--- config.mk ---
export PLATFORM = sky130hd
export DESIGN_NAME = pe_mac_pipe
export DESIGN_NICKNAME = d
export VERILOG_FILES = /design/src/rtl/pe_mac_pipe.sv
export SDC_FILE = /design/constraint.sdc
export NUM_CORES = 1
export LEC_CHECK = 0
export ABC_AREA = 1
export CAP_MARGIN = 20
export CORE_MARGIN = 2
export CORE_UTILIZATION = 35
export CTS_CLUSTER_DIAMETER = 80
export DETAILED_ROUTE_END_ITERATION = 6
export PLACE_DENSITY_LB_ADDON = 0.2
export SYNTH_ARGS = -nofsm -noshare
export SYNTH_HDL_FRONTEND = slang
export SYNTH_SLANG_ARGS = --single-unit
--- constraint.sdc ---
create_clock -name clk -period 3.23 [get_ports clk]
set_input_delay 0.323 -clock clk [delete_from_list [all_inputs] [get_ports clk]]
set_output_delay 0.323 -clock clk [all_outputs]
set_load 0.005 [all_outputs]
--- src/rtl/pe_mac_pipe.sv ---
// Systolic-array PE: forwards A/B east/south and runs a 2-stage MAC over first/last tagged streams.
// Optional: define PE_SAT_EN for a saturating accumulator with a per-stream sticky ovf flag.
module pe_mac_pipe #(
  parameter int DW     = 8,
  parameter int ACCW   = 32,
  parameter int SIGNED = 0
) (
  input  logic            clk,
  input  logic            rst_n,
  input  logic            en,
  input  logic [DW-1:0]   a_in,
  input  logic            a_vld_in,
  input  logic [DW-1:0]   b_in,
  input  logic            b_vld_in,
  input  logic            first_in,
  input  logic            last_in,
  output logic [DW-1:0]   a_out,
  output logic            a_vld_out,
  output logic            first_out,
  output logic            last_out,
  output logic [DW-1:0]   b_out,
  output logic            b_vld_out,
  output logic [ACCW-1:0] c_out,
  output logic            c_vld,
  output logic            skew_err,
  output logic            ovf
);

  localparam int PW = 2 * DW;

  if (ACCW < PW) begin : g_accw_check
    $error("pe_mac_pipe: ACCW (%0d) must be >= 2*DW (%0d)", ACCW, PW);
  end

  logic          fire;
  logic          a_sx;
  logic          b_sx;
  logic [PW-1:0] a_ext;
  logic [PW-1:0] b_ext;
  logic [PW-1:0] prod;

  // The low 2*DW bits of a product of extended operands are the exact signed/unsigned result.
  assign fire  = a_vld_in & b_vld_in;
  assign a_sx  = (SIGNED != 0) & a_in[DW-1];
  assign b_sx  = (SIGNED != 0) & b_in[DW-1];
  assign a_ext = {{DW{a_sx}}, a_in};
  assign b_ext = {{DW{b_sx}}, b_in};
  assign prod  = a_ext * b_ext;

  always_ff @(posedge clk or negedge rst_n) begin
    if (!rst_n) begin
      a_out     <= '0;
      a_vld_out <= 1'b0;
      first_out <= 1'b0;
      last_out  <= 1'b0;
      b_out     <= '0;
      b_vld_out <= 1'b0;
    end else if (en) begin
      a_out     <= a_in;
      a_vld_out <= a_vld_in;
      first_out <= first_in;
      last_out  <= last_in;
      b_out     <= b_in;
      b_vld_out <= b_vld_in;
    end
  end

  logic [PW-1:0] p;
  logic          p_vld;
  logic          p_first;
  logic          p_last;

  always_ff @(posedge clk or negedge rst_n) begin
    if (!rst_n) begin
      p       <= '0;
      p_vld   <= 1'b0;
      p_first <= 1'b0;
      p_last  <= 1'b0;
    end else if (en) begin
      p       <= prod;
      p_vld   <= fire;
      p_first <= fire & first_in;
      p_last  <= fire & last_in;
    end
  end

  logic [ACCW-1:0] p_ext;
  logic [ACCW-1:0] acc;
  logic [ACCW-1:0] acc_base;
  logic [ACCW-1:0] acc_next;

  // A first beat restarts the sum, so it adds onto zero instead of the old accumulator.
  always_comb begin
    p_ext    = (SIGNED != 0) ? ACCW'($signed(p)) : ACCW'(p);
    acc_base = p_first ? '0 : acc;
  end

`ifdef PE_SAT_EN
  logic [ACCW:0]   sum_wide;
  logic [ACCW-1:0] sat_val;
  logic            sat_hit;
  logic            ovf_q;

  always_comb begin
    sum_wide = {1'b0, acc_base} + {1'b0, p_ext};
    if (SIGNED != 0) begin
      sat_hit = (acc_base[ACCW-1] == p_ext[ACCW-1]) && (sum_wide[ACCW-1] != acc_base[ACCW-1]);
      sat_val = {acc_base[ACCW-1], {(ACCW-1){~acc_base[ACCW-1]}}};
    end else begin
      sat_hit = sum_wide[ACCW];
      sat_val = '1;
    end
    acc_next = sat_hit ? sat_val : sum_wide[ACCW-1:0];
  end

  always_ff @(posedge clk or negedge rst_n) begin
    if (!rst_n) begin
      ovf_q <= 1'b0;
    end else if (en && p_vld) begin
      ovf_q <= (~p_first & ovf_q) | sat_hit;
    end
  end

  assign ovf = ovf_q;
`else
  always_comb begin
    acc_next = acc_base + p_ext;
  end

  assign ovf = 1'b0;
`endif

  // c_vld is only re-evaluated on advancing edges so a stall stretches the pulse with the array.
  always_ff @(posedge clk or negedge rst_n) begin
    if (!rst_n) begin
      acc      <= '0;
      c_out    <= '0;
      c_vld    <= 1'b0;
      skew_err <= 1'b0;
    end else if (en) begin
      if (p_vld) begin
        acc <= acc_next;
        if (p_last) begin
          c_out <= acc_next;
        end
      end
      c_vld <= p_vld & p_last;
      if (a_vld_in ^ b_vld_in) begin
        skew_err <= 1'b1;
      end
    end
  end

endmodule

# Word-level counts from Yosys, hierarchy flattened
# Index checks and enable logic that the tools add are counted.
[totals]
regBits = 105
elab_cells = 25
[op_classes]
addsub = 1
multipliers = 1
muxes = 1
bitwise = 5
n_reduce_logical = 3
[ops]
columns = ["operator", "n"]
rows = [
  ["$add A32 B16 Y32", 1],
  ["$mux W32", 1],
  ["$mul A8 B8 Y16", 1],
  ["$and A1 B1 Y1", 4],
  ["$reduce_and A2 Y1", 2],
  ["$reduce_and A3 Y1", 1],
  ["$xor A1 B1 Y1", 1],
]

# Longest topological paths before layout
[logic_depth]
depth_word = 2
ltp_mapped = 20
depth_no_buf = 19

# Least setup slack after synthesis
# No wires, ideal clock.
[synth_path]
kind = "input port to flip-flop"
start = "input b_in[7]"
end = "register p[9]"
setup_ns = 0.082
arrival_ns = 3.952
required_time_ns = 3.148
slack_ns = -0.804
cell_stages = 15
path_cell_list = "clkbuf_1 nand2_1 fa_1 fa_1 inv_1 fa_1 inv_1 fa_1 inv_1 ha_1 nand2_1 o21ai_0 a21oi_1 or2_2 a31oi_1"
[synth_via]
elab_chain_cells = 1
[synth_rtl]
columns = ["item", "line", "rtl"]
rows = [
  ["from (decl)", "13", "input logic [DW-1:0] b_in,"],
  ["$mul A8 B8 Y16", "48", "assign prod = a_ext * b_ext;"],
  ["to (signal assigned)", "80", "p <= prod;"],
  ["to (decl)", "68", "logic [PW-1:0] p;"],
]
# Every way passes these cells.
# A chain may end at the register's enable or synchronous reset.

# Final worst setup path
[layout_path]
start = "input a_in[5]"
end = "register p[14]"
[layout_via]
elab_chain_cells = 1
[layout_rtl]
columns = ["item", "line", "rtl"]
rows = [
  ["from (decl)", "11", "input logic [DW-1:0] a_in,"],
  ["$mul A8 B8 Y16", "48", ""],
]
# Every way passes these cells.

==> results.sh <==
export IMPL_grt_start_max_net_pins=58
export IMPL_drc=0
export IMPL_antenna_found_initial=1
export IMPL_yosysWarningCount=0
export IMPL_end_kind="flop"
export IMPL_hold_viol=0
export IMPL_track_usage_pct=18.2
export IMPL_fin_crit_ns=3.42
export IMPL_p_seq_share_pct=25.5
export IMPL_status="finished, violations left"
export IMPL_wl_met2_mm=9.72
export IMPL_setup_viol=7
export IMPL_vias=7109
export IMPL_avgSynthCellArea_sq_um=7.04
export IMPL_cts_tree="done"
export IMPL_drt_pass1_iterations=5
export IMPL_synthArstFlopShare_pct=100
export IMPL_fin_ws_ns=-0.190
export IMPL_slew_headroom_pct=45.9
export IMPL_hp_class="primary input to async pin"
export IMPL_fin_cells=1580
export IMPL_top_layer="met5"
export IMPL_cts_root_buf="clkbuf_16"
export IMPL_utilization_pct=45.0
export IMPL_start_kind="primary input"
export IMPL_reg2regPathDepth=12
export IMPL_die_h_microns=157
export IMPL_synth_flop_cell="dfrtp_1"
export IMPL_comb_power_share_pct=58.2
export IMPL_fin_area_sq_um=10200
export IMPL_timing_final_crit_share_pct=106
export IMPL_ys_seq_area_share_pct=32.2
export IMPL_nets=1375
export IMPL_vdd_drop_max_v=0.000351
export IMPL_die_area_sq_um=24600
export IMPL_critical_path_required_ns=3.49
export IMPL_arrival_ns=3.68
export IMPL_globalRouteOverflowTotal=0
export IMPL_syn_inst=1160
export IMPL_syn_num_nets=1273
export IMPL_p_total_uw=6980
export IMPL_slew_viol_final=0
export IMPL_first_iter_violations=396
export IMPL_synth_cell_area_sq_um=8160
export IMPL_ys_types=37
export IMPL_yosysTopAreaCell="dfrtp_1"
export IMPL_ctsHoldBuffers=0
export IMPL_cp_max_fo=7
export IMPL_place_inst=1558
export IMPL_io_buffer_count=76
export IMPL_drv_cap=0
export IMPL_grt_pass1_wl_mm=35.6
export IMPL_violations="setup timing"
export IMPL_ant_nets=0
export IMPL_wl_per_cell_microns=13.2
export IMPL_htree_levels=3
export IMPL_yosys_register_bits=105
export IMPL_m1WireLength_mm=10.1
export IMPL_synth_enable_flop_cells=0
export IMPL_start_util_pct=35.8
export IMPL_clockBufferDepth=2
export IMPL_power_density_nw_per_um2=682
export IMPL_crit_type="primary input to flop"
export IMPL_io_pins=78
export IMPL_diodes=0
export IMPL_tightest_slew_ns=0.807
export IMPL_power_switching_uw=3080
export IMPL_gp_congestion=0.856
export IMPL_rows=55
export IMPL_core_area_sq_um=22800
export IMPL_area_growth_pct=25.5
export IMPL_synth_top_cell_area_share_pct=32.2
export IMPL_rsz0062_at_grt="yes"
export IMPL_cts_sinks=105
export IMPL_dpl_cell_area_sq_um=9650
export IMPL_intPower_uw=3900
export IMPL_pwr_share_clk_pct=16.4
export IMPL_hpwlAfterDp_mm=16.3
export IMPL_p_leak_uw=0.00578
export IMPL_skew_ns=0.0176
export IMPL_max_freq_mhz=292
export IMPL_clkTransAtPathRegs_ns=0.08
export IMPL_die_x_microns=157
export IMPL_clock_latency_ns=0.37
export IMPL_holdWs_ns=0.0354
export IMPL_vias_per_cell=4.50
export IMPL_wl_met3_microns=718
export IMPL_synth_area_top_cells="dfrtp_1 32%, nand2_1 20%, inv_1 9.5%, fa_1 9.1%, ha_1 8.1%"
export IMPL_grt_pass1_vias=7207
export IMPL_cts_buffers=9
export IMPL_wirelength_mm=20.9
export IMPL_r2r_slack_ns=0.51
export IMPL_netSwitchingFraction_pct=44.2
export IMPL_layout_drive_gt1_share_pct=14.6
## area by class of cell
type                       count  area, sq um
timing repair buffer         132         1220
inverter                     215          811
multi-input combinational    799         4890
clock buffer                   9          225
clock inverter                 7         82.6
sequential                   105         2630
fill                        2351        12500
tap                          313          392
## critical path: stages
cell and delay (ns):
buf_12 0.11, buf_6 0.11, nand2_4 0.04, inv_2 0.03, fa_1 0.53, inv_2 0.05, fa_1 0.47, fa_1 0.50
inv_2 0.04, fa_2 0.53, ha_4 0.23, a21oi_4 0.17, o21a_1 0.15, nand2_2 0.09, a21oi_2 0.12, nand2_1 0.06
nand3_1 0.07, nand2_1 0.05
## final timing paths
path | start | to
setup reg to reg | p_first | acc[12]
hold / removal | rst_n | c_out[3]
max in group asynchronous | rst_n | a_out[3]
min in group clk | a_in[4] | a_out[4]
setup / recovery | a_in[5] | p[14]
hold reg to reg | skew_err | skew_err
## cells in the mapped netlist, drive strengths merged, types with 2 or more instances
master	count
ha	53
o21ai	44
o21bai	2
xnor2	12
a31oi	5
nor2	75
nand3	71
nand2	444
xor2	4
fa	37
inv	213
clkinv	2
nor3	8
a21oi	21
a21o	2
nand4	11
or2	4
clkbuf	34
buf	7
dfrtp	105
## per-stage QoR
| step | TNS, ns | setup slack, ns |
|---|---|---|
| CTS | -1.89 | -0.313 |
| finish | -0.997 | -0.190 |
| global route | -2.18 | -0.324 |
| global placement | -10.48 | -1.04 |
| floorplan | -2.41 | -0.326 |
| detailed placement | -10.87 | -1.09 |
## metal layers
metal / vias up / GRT usage [%]
li1: 3702 / -
met1: 3261 / 25.0
met2: 122 / 30.1
met3: 22 / 2.35
met4: 2 / 5.16
met5: - / 0
## registers in the layout, summed over array words and instances (netlist names), 8 cells and up
| name | cells |
|---|---|
| c_out | 32 |
| b_out | 8 |
| p | 16 |
| acc | 32 |
| a_out | 8 |
## cell families after synthesis
logic type / synth area share (%)
flops: 32.2
xor+xnor: 1.72
buf+inv: 12.1
other cells: 0.0459
compound gates: 4.90
fa+ha+maj: 17.2
simple gates: 31.9
## cells in the final DEF (no fill, tap or decap), drive strengths merged, types with 12 or more instances in the layout
cell	count
nand2	444
xnor2	12
o21ai	44
a21oi	21
buf	71
fa	37
nor2	75
ha	53
clkdlybuf4s50	58
dfrtp	105
nand3	71
inv	215
## what timing repair did
action                     4_1_cts  5_1_grt
gates resized for setup         85       75
pin swaps                       32       56
hold endpoints to repair         0        0
setup endpoints to repair       11       10
setup buffers                    1        7
## power groups by stage
stage	clock [uW]	combinational, uW	sequential [uW]
4_1_cts	1180	3710	1780
2_1_floorplan	0	2470	1770
5_1_grt	1230	4600	1820
3_5_place_dp	0	3630	1800
3_3_place_gp	0	3610	1800
6_report	1140	4060	1780
No activity file was read; power rests on OpenSTA's default activity.
